[config.mk]
export PLATFORM = sky130hd
export DESIGN_NAME = mem_stage
export DESIGN_NICKNAME = d
export VERILOG_FILES = /design/src/rtl/mem_stage.sv
export SDC_FILE = /design/constraint.sdc
export NUM_CORES = 1
export LEC_CHECK = 0
export ABC_AREA = 1
export BUFFER_PORTS_ARGS = -buffer_cell sky130_fd_sc_hd__clkbuf_2
export CELL_PAD_IN_SITES_DETAIL_PLACEMENT = 0
export CELL_PAD_IN_SITES_GLOBAL_PLACEMENT = 2
export CORE_MARGIN = 5
export CORE_UTILIZATION = 33
export CTS_CLUSTER_DIAMETER = 100
export DETAILED_ROUTE_END_ITERATION = 6
export PLACE_DENSITY = 0.95
export RECOVER_POWER = 25
export SLEW_MARGIN = 20
export SYNTH_ARGS = -nofsm -noshare
export SYNTH_HDL_FRONTEND = slang
export SYNTH_SLANG_ARGS = --single-unit
[constraint.sdc]
create_clock -name clk -period 2.5 [get_ports clk]
set_clock_uncertainty 0.05 [all_clocks]
set_input_delay 0.5 -clock clk [delete_from_list [all_inputs] [get_ports clk]]
set_output_delay 0.5 -clock clk [all_outputs]
set_load 0.005 [all_outputs]
[src/rtl/mem_stage.sv]
// RV32I memory stage: turns loads/stores from EX into single-outstanding data-memory
// requests and forwards everything else to WB with one cycle of latency.
package rv32i_types;
  localparam logic [6:0] op_b_load  = 7'b0000011;
  localparam logic [6:0] op_b_store = 7'b0100011;

  typedef struct packed {
    logic [31:0] pc;
    logic [31:0] pc_next;
    logic [31:0] inst;
    logic [4:0]  rd_s;
    logic [4:0]  rs1_s;
    logic [4:0]  rs2_s;
    logic [31:0] rs1_v;
    logic [31:0] rs2_v;
    logic [31:0] rd_v;
    logic        regf_we;
    logic        commit;
  } ex_mem_reg_t;

  typedef struct packed {
    logic [31:0] pc;
    logic [31:0] pc_next;
    logic [31:0] inst;
    logic [4:0]  rd_s;
    logic [4:0]  rs1_s;
    logic [4:0]  rs2_s;
    logic [31:0] rs1_v;
    logic [31:0] rs2_v;
    logic [31:0] rd_v;
    logic        regf_we;
    logic        commit;
    logic [31:0] mem_addr;
    logic [3:0]  mem_rmask;
    logic [3:0]  mem_wmask;
    logic [31:0] mem_rdata;
    logic [31:0] mem_wdata;
  } mem_wb_reg_t;
endpackage

module mem_stage
  import rv32i_types::*;
(
  input  logic        clk,
  input  logic        rst,
  input  ex_mem_reg_t ex_mem_reg,
  output logic        mem_ready,
  output logic [31:0] dmem_addr,
  output logic [3:0]  dmem_rmask,
  output logic [3:0]  dmem_wmask,
  output logic [31:0] dmem_wdata,
  input  logic [31:0] dmem_rdata,
  input  logic        dmem_resp,
  output mem_wb_reg_t mem_wb_reg,
  output logic        misalign
);

  // Handshake: ex_mem_reg is consumed on a rising edge only while mem_ready=1;
  // while mem_ready=0 upstream must hold its register unchanged.
  typedef enum logic {IDLE = 1'b0, WAIT = 1'b1} state_t;

  state_t      state_q, state_d;
  ex_mem_reg_t req_q, req_d;
  logic [31:0] addr_q, addr_d;
  logic [3:0]  rmask_q, rmask_d;
  logic [3:0]  wmask_q, wmask_d;
  logic [31:0] wdata_q, wdata_d;
  logic [1:0]  off_q, off_d;
  mem_wb_reg_t wb_q, wb_d;
  logic        mis_q, mis_d;

  logic [6:0]  opcode;
  logic [2:0]  funct3;
  logic [31:0] i_imm, s_imm, ea;
  logic        is_load, is_store, is_mem;
  logic [3:0]  acc_mask;
  logic        acc_ok;
  logic [31:0] ld_shifted, ld_value;

  assign opcode   = ex_mem_reg.inst[6:0];
  assign funct3   = ex_mem_reg.inst[14:12];
  assign i_imm    = {{20{ex_mem_reg.inst[31]}}, ex_mem_reg.inst[31:20]};
  assign s_imm    = {{20{ex_mem_reg.inst[31]}}, ex_mem_reg.inst[31:25], ex_mem_reg.inst[11:7]};
  assign is_load  = (opcode == op_b_load);
  assign is_store = (opcode == op_b_store);
  assign is_mem   = is_load || is_store;
  assign ea       = ex_mem_reg.rs1_v + (is_store ? s_imm : i_imm);

  // Unsigned load widths only exist for loads; anything else is a bad access.
  always_comb begin
    acc_mask = 4'b0000;
    acc_ok   = 1'b0;
    case (funct3)
      3'b000: begin
        acc_mask = 4'b0001 << ea[1:0];
        acc_ok   = 1'b1;
      end
      3'b100: begin
        acc_mask = 4'b0001 << ea[1:0];
        acc_ok   = is_load;
      end
      3'b001: begin
        acc_mask = 4'b0011 << ea[1:0];
        acc_ok   = !ea[0];
      end
      3'b101: begin
        acc_mask = 4'b0011 << ea[1:0];
        acc_ok   = is_load && !ea[0];
      end
      3'b010: begin
        acc_mask = 4'b1111;
        acc_ok   = (ea[1:0] == 2'b00);
      end
      default: begin
        acc_mask = 4'b0000;
        acc_ok   = 1'b0;
      end
    endcase
  end

  assign ld_shifted = dmem_rdata >> {off_q, 3'b000};

  always_comb begin
    case (req_q.inst[14:12])
      3'b000:  ld_value = {{24{ld_shifted[7]}}, ld_shifted[7:0]};
      3'b001:  ld_value = {{16{ld_shifted[15]}}, ld_shifted[15:0]};
      3'b100:  ld_value = {24'b0, ld_shifted[7:0]};
      3'b101:  ld_value = {16'b0, ld_shifted[15:0]};
      default: ld_value = ld_shifted;
    endcase
  end

  function automatic mem_wb_reg_t to_wb(input ex_mem_reg_t e);
    mem_wb_reg_t w;
    w           = '0;
    w.pc        = e.pc;
    w.pc_next   = e.pc_next;
    w.inst      = e.inst;
    w.rd_s      = e.rd_s;
    w.rs1_s     = e.rs1_s;
    w.rs2_s     = e.rs2_s;
    w.rs1_v     = e.rs1_v;
    w.rs2_v     = e.rs2_v;
    w.rd_v      = e.rd_v;
    w.regf_we   = e.regf_we && (e.rd_s != 5'd0);
    w.commit    = 1'b1;
    return w;
  endfunction

  always_comb begin
    state_d     = state_q;
    req_d       = req_q;
    addr_d      = addr_q;
    rmask_d     = rmask_q;
    wmask_d     = wmask_q;
    wdata_d     = wdata_q;
    off_d       = off_q;
    wb_d        = wb_q;
    wb_d.commit = 1'b0;
    mis_d       = 1'b0;
    case (state_q)
      IDLE: begin
        if (ex_mem_reg.commit) begin
          if (is_mem && acc_ok) begin
            state_d = WAIT;
            req_d   = ex_mem_reg;
            addr_d  = {ea[31:2], 2'b00};
            rmask_d = is_load ? acc_mask : 4'b0000;
            wmask_d = is_store ? acc_mask : 4'b0000;
            wdata_d = is_store ? (ex_mem_reg.rs2_v << {ea[1:0], 3'b000}) : 32'h0;
            off_d   = ea[1:0];
          end else begin
            // Bad accesses still retire, but never write the register file.
            wb_d          = to_wb(ex_mem_reg);
            wb_d.mem_addr = {ea[31:2], 2'b00};
            if (is_mem) begin
              wb_d.regf_we = 1'b0;
              mis_d        = 1'b1;
            end
          end
        end
      end
      WAIT: begin
        if (dmem_resp) begin
          wb_d           = to_wb(req_q);
          wb_d.mem_addr  = addr_q;
          wb_d.mem_rmask = rmask_q;
          wb_d.mem_wmask = wmask_q;
          wb_d.mem_rdata = dmem_rdata;
          wb_d.mem_wdata = wdata_q;
          if (rmask_q != 4'b0000) begin
            wb_d.rd_v    = ld_value;
            wb_d.regf_we = (req_q.rd_s != 5'd0);
          end else begin
            wb_d.rd_v    = 32'h0;
            wb_d.regf_we = 1'b0;
          end
          state_d = IDLE;
          rmask_d = 4'b0000;
          wmask_d = 4'b0000;
        end
      end
      default: state_d = IDLE;
    endcase
  end

  always_ff @(posedge clk or negedge rst) begin
    if (!rst) begin
      state_q <= IDLE;
      req_q   <= '0;
      addr_q  <= '0;
      rmask_q <= '0;
      wmask_q <= '0;
      wdata_q <= '0;
      off_q   <= '0;
      wb_q    <= '0;
      mis_q   <= 1'b0;
    end else begin
      state_q <= state_d;
      req_q   <= req_d;
      addr_q  <= addr_d;
      rmask_q <= rmask_d;
      wmask_q <= wmask_d;
      wdata_q <= wdata_d;
      off_q   <= off_d;
      wb_q    <= wb_d;
      mis_q   <= mis_d;
    end
  end

  assign mem_ready  = (state_q == IDLE);
  assign dmem_addr  = addr_q;
  assign dmem_rmask = (state_q == WAIT) ? rmask_q : 4'b0000;
  assign dmem_wmask = (state_q == WAIT) ? wmask_q : 4'b0000;
  assign dmem_wdata = wdata_q;
  assign mem_wb_reg = wb_q;
  assign misalign   = mis_q;

endmodule

==> run_summary.xml, run 1 <==
<?xml version="1.0" encoding="UTF-8"?>
<metrics>
  <group name="global_route">
    <metric name="first_global_vias" unit="">25300</metric>
    <metric name="global_route_total_usage_across_every_layer" unit="">0.239</metric>
    <metric name="maximum_number_of_pins_on_one_net_before_global_route_repair" unit="">85</metric>
    <metric name="grt_first_pass_wirelength" unit="um">158000</metric>
    <metric name="antenna_found_initial" unit="">6</metric>
    <metric name="gr-total-overflow" unit="">0</metric>
  </group>
  <group name="logic_synthesis">
    <metric name="synth_top_area_frac" unit="">0.534</metric>
    <metric name="synth_top_area_cell" unit="">dfrtp_1</metric>
    <metric name="synth-warning-count" unit="">0</metric>
    <metric name="post_synthesis_instance_area" unit="um2">26300</metric>
    <metric name="yosys_register_bits" unit="">560</metric>
    <metric name="postSynth.asyncResetShare" unit="">1.00</metric>
    <metric name="yosysSeqAreaShare" unit="">0.534</metric>
    <metric name="postSynthAreaPerCell" unit="um2">7.69</metric>
    <metric name="synthDistinctLibCells" unit="">38</metric>
    <metric name="post_synth_inst_count" unit="">3413</metric>
    <metric name="ys_top_cells_by_area" unit="">dfrtp_1 53%, nand2_1 24%, nand3_1 6.4%, inv_1 3.2%, o21ai_0 3.1%</metric>
    <metric name="ys.flop_type" unit="">dfrtp_1</metric>
    <metric name="synth-edff-count" unit="">0</metric>
  </group>
  <group name="routing">
    <metric name="detailedRoute.firstPassIterationCount" unit="">7</metric>
    <metric name="routed-via-count" unit="">25700</metric>
    <metric name="routed_wirelength" unit="um">108000</metric>
    <metric name="detail_route.wl_per_cell" unit="um">20.3</metric>
    <metric name="drt_first_iter_violations" unit="">1949</metric>
    <metric name="post-route-drc-count" unit="">0</metric>
    <metric name="postRouteAntennaNets" unit="">0</metric>
    <metric name="vias_per_cell" unit="">4.82</metric>
  </group>
  <group name="worst_setup_path">
    <metric name="worstPathMaxFanout" unit="">20</metric>
    <metric name="cp_slowest_stage_delay" unit="ps">570</metric>
    <metric name="worst-setup-path-type" unit="">input pin to register</metric>
    <metric name="worstPathCellList" unit="">clkbuf_16 -&gt; clkinv_8 -&gt; nand2_4 -&gt; nor2_4 -&gt; nand2_2 -&gt; nor2_4 -&gt; buf_6 -&gt; o21ai_2 -&gt; ha_2 -&gt; fa_2 -&gt; inv_4 -&gt; nand3_4 -&gt; nand2_4 -&gt; a21oi_4 -&gt; nor2_8 -&gt; buf_12 -&gt; buf_4 -&gt; nand2_1 -&gt; nand3_1</metric>
    <metric name="critPathArrivalTime" unit="ps">3130</metric>
    <metric name="start_kind" unit="">input pin</metric>
    <metric name="endpoint_kind" unit="">register</metric>
    <metric name="timing.critical_path.slowest_stage_cell" unit="">fa_2</metric>
    <metric name="reg2reg_depth" unit="">6</metric>
    <metric name="crit_required" unit="ps">2920</metric>
  </group>
  <group name="floorplan">
    <metric name="floorplan.initialDensity" unit="">0.332</metric>
    <metric name="die_area" unit="um2">85300</metric>
    <metric name="placementRows" unit="">103</metric>
    <metric name="core-area" unit="um2">79000</metric>
    <metric name="boundaryPins" unit="">631</metric>
    <metric name="die-width" unit="um">292</metric>
    <metric name="die_height" unit="um">292</metric>
  </group>
  <group name="timing">
    <metric name="grt_setup_unrepaired" unit="">true</metric>
    <metric name="timing.fmax" unit="MHz">369</metric>
    <metric name="actual_slew_at_the_worst_max_slew_pin" unit="ps">1730</metric>
    <metric name="setup_viol_count_final" unit="">551</metric>
    <metric name="hold_violations" unit="">0</metric>
    <metric name="final_critical_path_setup_slack" unit="ps">-211</metric>
    <metric name="fin_crit" unit="ps">2710</metric>
    <metric name="relSlewSlack" unit="">-0.150</metric>
    <metric name="timing.final.crit_share" unit="">1.08</metric>
    <metric name="timing.final.max_slew_violations" unit="">47</metric>
  </group>
  <group name="final_layout">
    <metric name="seqCellArea" unit="um2">14000</metric>
    <metric name="n_fill_cell" unit="">7920</metric>
    <metric name="post_layout_nonfiller_instances" unit="">5342</metric>
    <metric name="layout-drive-gt1-share" unit="">0.284</metric>
    <metric name="multi_input_comb_area" unit="um2">11300</metric>
    <metric name="largest_register_ffs" unit="">311</metric>
    <metric name="total_nets_final" unit="">4516</metric>
    <metric name="syn_to_final_growth" unit="%">39.4</metric>
  </group>
  <group name="status">
    <metric name="violations" unit="">max-capacitance violations, max-slew violations, negative setup slack</metric>
    <metric name="outcome" unit="">finished, violations left</metric>
  </group>
  <group name="cts">
    <metric name="tritoncts" unit="">built</metric>
    <metric name="cts.reportedPaths.clkPinSlew" unit="ps">60</metric>
    <metric name="root_buffer" unit="">clkbuf_16</metric>
    <metric name="clock_latency_reported_for_the_late_side_of_the_worst_skew_pair" unit="ps">610</metric>
    <metric name="cts-htree-levels" unit="">3</metric>
    <metric name="ctsLongestPathBuffers" unit="">3</metric>
    <metric name="cts_made_buffers" unit="">66</metric>
    <metric name="tritoncts_num_sinks" unit="">560</metric>
  </group>
  <group name="min_path">
    <metric name="hp-class" unit="">input pin to register</metric>
    <metric name="hold_path_depth" unit="">3</metric>
  </group>
  <group name="pwr">
    <metric name="pwr_density_cell" unit="nW/um2">645</metric>
    <metric name="vdd.ir_drop.worst" unit="V">0.000393</metric>
    <metric name="finalPower" unit="mW">23.6</metric>
    <metric name="power.leakage" unit="nW">20.2</metric>
  </group>
  <group name="place">
    <metric name="dp_hpwl" unit="um">78500</metric>
    <metric name="gp_congestion" unit="">0.880</metric>
    <metric name="place.port_buffers" unit="">626</metric>
    <metric name="placed_cells_incl_taps" unit="">5152</metric>
    <metric name="pre_cts_setup_slack" unit="ps">-996</metric>
  </group>
  <group name="flow_run">
    <metric name="maxCapViolations" unit="">1</metric>
  </group>
</metrics>
[metal layers]
layer | track usage | vias up | part of all wire
met5 | 0 | - | 0.00012
met1 | 0.304 | 12300 | 0.41
met3 | 0.0592 | 191 | 0.075
met2 | 0.398 | 902 | 0.48
li1 | - | 12400 | -
met4 | 0.0858 | 2 | 0.037
[Yosys cell counts, types with 3 or more instances]
library cell,n
nand2_1,1671
a211oi_1,4
or2_2,6
buf_4,24
buf_2,76
clkbuf_1,68
a21oi_1,59
and2_1,3
nor3_1,7
buf_6,3
inv_1,225
dfrtp_1,560
nand3b_1,3
o211ai_1,9
nor2_1,89
o21ai_0,165
buf_1,5
nand3_1,335
o21ai_1,10
clkinv_1,5
nand4_1,14
xor2_1,14
o31ai_1,9
inv_2,3
ha_1,31
[metrics by stage]
stage	hold WS, ps	instance area (um2)	utilization	setup TNS (ps)
after CTS	11.2	35300	0.446	-44590
after detailed placement	402	32300	0.409	-492520
after floorplan	154	26500	-	-357470
final	58.5	36600	0.463	-71350
after global placement	403	32300	0.409	-449690
after global routing	34.1	36600	0.463	-121130
[report_power, final]
group	internal [mW]	switching [mW]
Sequential	9.71	0.443
Clock	5.66	4.04
Combinational	1.49	2.26
Total	16.9	6.74
[area by class of cell]
| type | count | share of cell area |
|---|---|---|
| Sequential cell | 560 | 0.383 |
| Timing Repair Buffer | 930 | 0.189 |
| Clock inverter | 29 | 0.00838 |
| Clock buffer | 86 | 0.0505 |
| Multi-Input combinational cell | 2449 | 0.308 |
| Antenna cell | 5 | 0.000342 |
| Tap cell | 1050 | 0.0359 |
| Inverter | 233 | 0.0248 |
[worst max-delay path, delay by kind of cell]
kind / cells / cell delay, ps
AO/OA/AOI/OAI: 2 / 300
adder cells (fa/ha/maj): 2 / 770
buffers and inverters: 6 / 710
AND/OR/NAND/NOR: 9 / 800
[placed cells by master (no fill, tap or decap), drive strengths merged, types with 2 or more instances in the layout]
cell      synthesis  layout
bufinv            0       4
o21ai           175     175
a211oi            4       4
ha               31      31
diode             0       5
o31ai             9       9
and2              3       3
dfrtp           560     560
nor3              8       8
or2               6       6
clkinv            5      23
nand3           337     337
nand2          1672    1672
conb              1       4
clkinvlp          0       2
o211ai           10      10
nor2             91      93
xor2             14      14
nand4            14      14
nand3b            3       3
inv             228     233
clkbuf           68     741
a21oi            60      60
buf             108     274
[path summary, 6_finish.rpt]
| check | from | slack [ps] | to |
|---|---|---|---|
| worst max register to register | off_q[1]$_DFFE_PN0P_ | 210 | mem_wb_reg[135]$_DFFE_PN0P_ |
| worst min register to register | req_q[92]$_DFFE_PN0P_ | 420 | req_q[92]$_DFFE_PN0P_ |
| worst min-delay path | ex_mem_reg[113] | 60 | mem_wb_reg[217]$_DFFE_PN0P_ |
| min in group asynchronous | rst | 840 | mem_wb_reg[122]$_DFFE_PN0P_ |
| worst max-delay path | ex_mem_reg[115] | -210 | mem_wb_reg[268]$_DFFE_PN0P_ |
| max in group asynchronous | rst | 190 | mem_wb_reg[110]$_DFFE_PN0P_ |
[logic make-up after synthesis]
group,share of synthesized area
xor gates and xnor gates,0.00500
and+or+nand+nor,0.326
adders and majority gates,0.0155
buffers and inverters,0.0664
DFF,0.534
other,0.000143
AOI/OAI and AO/OA,0.0529
[repair_timing]
action | 4_1_cts | 5_1_grt
gates resized for setup | 71 | 228
setup buffers | 24 | 9
cloned | 10 | 28
hold buffers | 1 | 0
pin swaps | 14 | 60
endpoints found under the hold margin | 31 | 0
endpoints found under the setup margin | 555 | 558
(Power assumes the default switching activity.)
==> run 2, diff against run 1 <==
Settings changed: CORE_ASPECT_RATIO from default to 2.
==> run 2 against run 1 <==
The flow finishes with violations (negative setup slack). Routed wire length is 3.1% higher. Cell count is 0.49% higher. Sequential power hardly changed. Power is 3.1% lower. Clock power is 11% lower. First-iteration DRC count is 12% lower. Global-route usage is 0.053 points higher. Critical endpoint is now req_q[69]$_DFFE_PN0P_.
==> run_summary.xml, run 2 (synthesis gave the netlist of run 1 again) <==
<?xml version="1.0" encoding="UTF-8"?>
<metrics>
  <group name="cts">
    <metric name="cts-htree-levels" unit="">2</metric>
    <metric name="tritoncts" unit="">built</metric>
    <metric name="root_buffer" unit="">clkbuf_16</metric>
    <metric name="tritoncts_num_sinks" unit="">560</metric>
    <metric name="clock_latency_reported_for_the_late_side_of_the_worst_skew_pair" unit="ps">610</metric>
    <metric name="ctsLongestPathBuffers" unit="">3</metric>
    <metric name="cts_made_buffers" unit="">53</metric>
    <metric name="cts.reportedPaths.clkPinSlew" unit="ps">70</metric>
  </group>
  <group name="global_route">
    <metric name="grt_first_pass_wirelength" unit="um">159000</metric>
    <metric name="gr-total-overflow" unit="">0</metric>
    <metric name="antenna_found_initial" unit="">4</metric>
    <metric name="maximum_number_of_pins_on_one_net_before_global_route_repair" unit="">73</metric>
    <metric name="global_route_total_usage_across_every_layer" unit="">0.240</metric>
    <metric name="first_global_vias" unit="">25900</metric>
  </group>
  <group name="routing">
    <metric name="vias_per_cell" unit="">4.88</metric>
    <metric name="drt_first_iter_violations" unit="">1723</metric>
    <metric name="post-route-drc-count" unit="">0</metric>
    <metric name="detail_route.wl_per_cell" unit="um">20.8</metric>
    <metric name="routed-via-count" unit="">26200</metric>
    <metric name="detailedRoute.firstPassIterationCount" unit="">5</metric>
    <metric name="postRouteAntennaNets" unit="">0</metric>
    <metric name="routed_wirelength" unit="um">112000</metric>
  </group>
  <group name="status">
    <metric name="outcome" unit="">finished, violations left</metric>
    <metric name="violations" unit="">negative setup slack</metric>
  </group>
  <group name="floorplan">
    <metric name="boundaryPins" unit="">631</metric>
    <metric name="core-area" unit="um2">79100</metric>
    <metric name="die_area" unit="um2">85600</metric>
    <metric name="floorplan.initialDensity" unit="">0.332</metric>
    <metric name="die_height" unit="um">409</metric>
    <metric name="placementRows" unit="">146</metric>
    <metric name="die-width" unit="um">209</metric>
  </group>
  <group name="final_layout">
    <metric name="n_fill_cell" unit="">7895</metric>
    <metric name="total_nets_final" unit="">4563</metric>
    <metric name="finish.instance_area" unit="um2">37100</metric>
    <metric name="finalCoreUtilization" unit="">0.469</metric>
    <metric name="largest_register_ffs" unit="">311</metric>
    <metric name="final_common_cell" unit="">nand2_1</metric>
    <metric name="syn_to_final_growth" unit="%">41.4</metric>
    <metric name="layout-drive-gt1-share" unit="">0.289</metric>
    <metric name="most-common-layout-cells" unit="">1563 x nand2_1, 622 x clkbuf_2, 560 x dfrtp_1</metric>
  </group>
  <group name="pwr">
    <metric name="p_clk_frac" unit="">0.377</metric>
    <metric name="vdd.ir_drop.worst" unit="V">0.000498</metric>
    <metric name="power.leakage" unit="nW">20.5</metric>
    <metric name="finalPower" unit="mW">22.9</metric>
    <metric name="switching_share" unit="">0.288</metric>
    <metric name="pwr_density_cell" unit="nW/um2">616</metric>
    <metric name="internal-power" unit="mW">16.3</metric>
    <metric name="combinationalPowerShare" unit="">0.180</metric>
    <metric name="power.net_switching" unit="mW">6.60</metric>
    <metric name="share_seq_of_total_power" unit="">0.443</metric>
  </group>
  <group name="place">
    <metric name="dpl_cell_area" unit="um2">32700</metric>
    <metric name="dp_hpwl" unit="um">80300</metric>
    <metric name="gp_congestion" unit="">0.931</metric>
    <metric name="place.port_buffers" unit="">626</metric>
  </group>
  <group name="worst_setup_path">
    <metric name="cp_num_cells" unit="">20</metric>
    <metric name="critPathArrivalTime" unit="ps">3180</metric>
    <metric name="cp_slowest_stage_delay" unit="ps">470</metric>
    <metric name="worst-setup-path-type" unit="">input pin to register</metric>
    <metric name="crit_required" unit="ps">2990</metric>
    <metric name="worst_r2r_endpoint" unit="">mem_wb_reg[137]$_DFFE_PN0P_</metric>
    <metric name="start_kind" unit="">input pin</metric>
    <metric name="critical_path.top_delay_family" unit="">simple AND/OR/NAND/NOR gates</metric>
    <metric name="endpoint_kind" unit="">register</metric>
    <metric name="timing.critical_path.slowest_stage_cell" unit="">fa_2</metric>
    <metric name="worstReg2RegStart" unit="">off_q[1]$_DFFE_PN0P_</metric>
    <metric name="critical_path.most_common_cell" unit="">nand2_2</metric>
    <metric name="worstPathCellList" unit="">clkbuf_16 -&gt; clkinv_8 -&gt; nand2_4 -&gt; nor2_4 -&gt; nand2_2 -&gt; nor2_4 -&gt; nand2_2 -&gt; o21ai_2 -&gt; ha_2 -&gt; fa_2 -&gt; inv_4 -&gt; nand3_4 -&gt; nand2_4 -&gt; buf_6 -&gt; nand3_4 -&gt; inv_12 -&gt; buf_12 -&gt; clkbuf_16 -&gt; nand2_2 -&gt; nand2_1</metric>
    <metric name="cp_num_buf_inv" unit="">7</metric>
    <metric name="worstPathMaxFanout" unit="">8</metric>
    <metric name="reg2reg_slack" unit="ps">280</metric>
    <metric name="reg2reg_depth" unit="">6</metric>
  </group>
  <group name="timing">
    <metric name="final_critical_path_setup_slack" unit="ps">-197</metric>
    <metric name="grt_setup_unrepaired" unit="">true</metric>
    <metric name="setup-tns-final" unit="ps">-58080</metric>
    <metric name="timing.fmax" unit="MHz">371</metric>
    <metric name="hold_violations" unit="">0</metric>
    <metric name="timing.final.max_slew_violations" unit="">0</metric>
    <metric name="actual_slew_at_the_worst_max_slew_pin" unit="ps">1170</metric>
    <metric name="fin_crit" unit="ps">2700</metric>
    <metric name="timing.final.crit_share" unit="">1.08</metric>
    <metric name="relSlewSlack" unit="">0.220</metric>
    <metric name="setup_viol_count_final" unit="">548</metric>
  </group>
  <group name="min_path">
    <metric name="min_from" unit="">ex_mem_reg[25]</metric>
    <metric name="hold_path_end" unit="">mem_wb_reg[129]$_DFFE_PN0P_</metric>
    <metric name="hp-class" unit="">input pin to register</metric>
    <metric name="hold_path_depth" unit="">3</metric>
  </group>
  <group name="flow_run">
    <metric name="maxCapViolations" unit="">0</metric>
  </group>
</metrics>
[run 2: changes by cell type in the layout (fill, tap and decap cells not counted), sizes merged]
cell	delta
dlygate4sd3	+24
buf	+18
clkinv	-6
clkinvlp	+5
inv	-3
bufbuf	+2
clkbuf	+2
diode	-2
nor2	-2
bufinv	+1
dlymetal6s2s	+1
[run 2: worst max path at each step]
stage / slack [ps] / from / to
after floorplan: -700 / ex_mem_reg[115] / mem_wb_reg[100]$_DFFE_PN0P_
after global placement: -1040 / ex_mem_reg[115] / mem_wb_reg[83]$_DFFE_PN0P_
after detailed placement: -1050 / ex_mem_reg[115] / mem_wb_reg[133]$_DFFE_PN0P_
after CTS: -110 / ex_mem_reg[115] / mem_wb_reg[63]$_DFFE_PN0P_
after global routing: -280 / ex_mem_reg[115] / req_q[75]$_DFFE_PN0P_
final: -200 / ex_mem_reg[115] / req_q[69]$_DFFE_PN0P_
[run 2: layer usage]
metal / vias to the layer above / GRT usage / wire [um]
met1: 12600 / 0.274 / 40800
met2: 958 / 0.434 / 57900
met4: 2 / 0.0982 / 5280
met5: - / 0 / 13
met3: 206 / 0.0465 / 7500
li1: 12400 / - / -
[run 2: cell type report]
cell class | instances | area, um2 | share of cell area
Sequential cell | 560 | 14000 | 0.377
Multi-Input combinational cell | 2447 | 11400 | 0.307
Timing Repair Buffer | 990 | 7640 | 0.206
Clock buffer | 73 | 1540 | 0.0416
Tap cell | 1036 | 1300 | 0.0349
Inverter | 233 | 912 | 0.0246
Clock inverter | 24 | 282 | 0.00758
Timing Repair inverter | 2 | 25.0 | 0.000674
Antenna cell | 3 | 7.51 | 0.000202
[run 2: tightest hold or removal path, stage by stage]
cell,delay (ps)
clkbuf_2,80
nand2_1,50
nand3_1,50
[run 2: stage by stage]
step	hold slack [ps]	setup WS, ps	cells
after CTS	0.487	-109	5322
after global placement	401	-1040	5172
after detailed placement	404	-1050	5172
after floorplan	154	-704	3416
after global routing	24.6	-285	5366
final	56.6	-197	5368
[run 2: power groups by stage]
stage	clock, mW	sequential, mW	combinational (mW)
floorplan	0	10.2	1.49
global placement	0	10.3	3.71
detailed placement	0	10.3	3.73
CTS	8.91	10.1	3.95
global route	9.18	10.2	4.52
finish	8.62	10.1	4.12
[run 2: timing repair]
action | CTS | global route
hold buffers | 25 | 0
buffers inserted | 19 | 11
hold endpoints to repair | 70 | 0
endpoints found under the setup margin | 557 | 557
resized for setup | 82 | 258
gates cloned | 11 | 34
pin swaps | 21 | 44
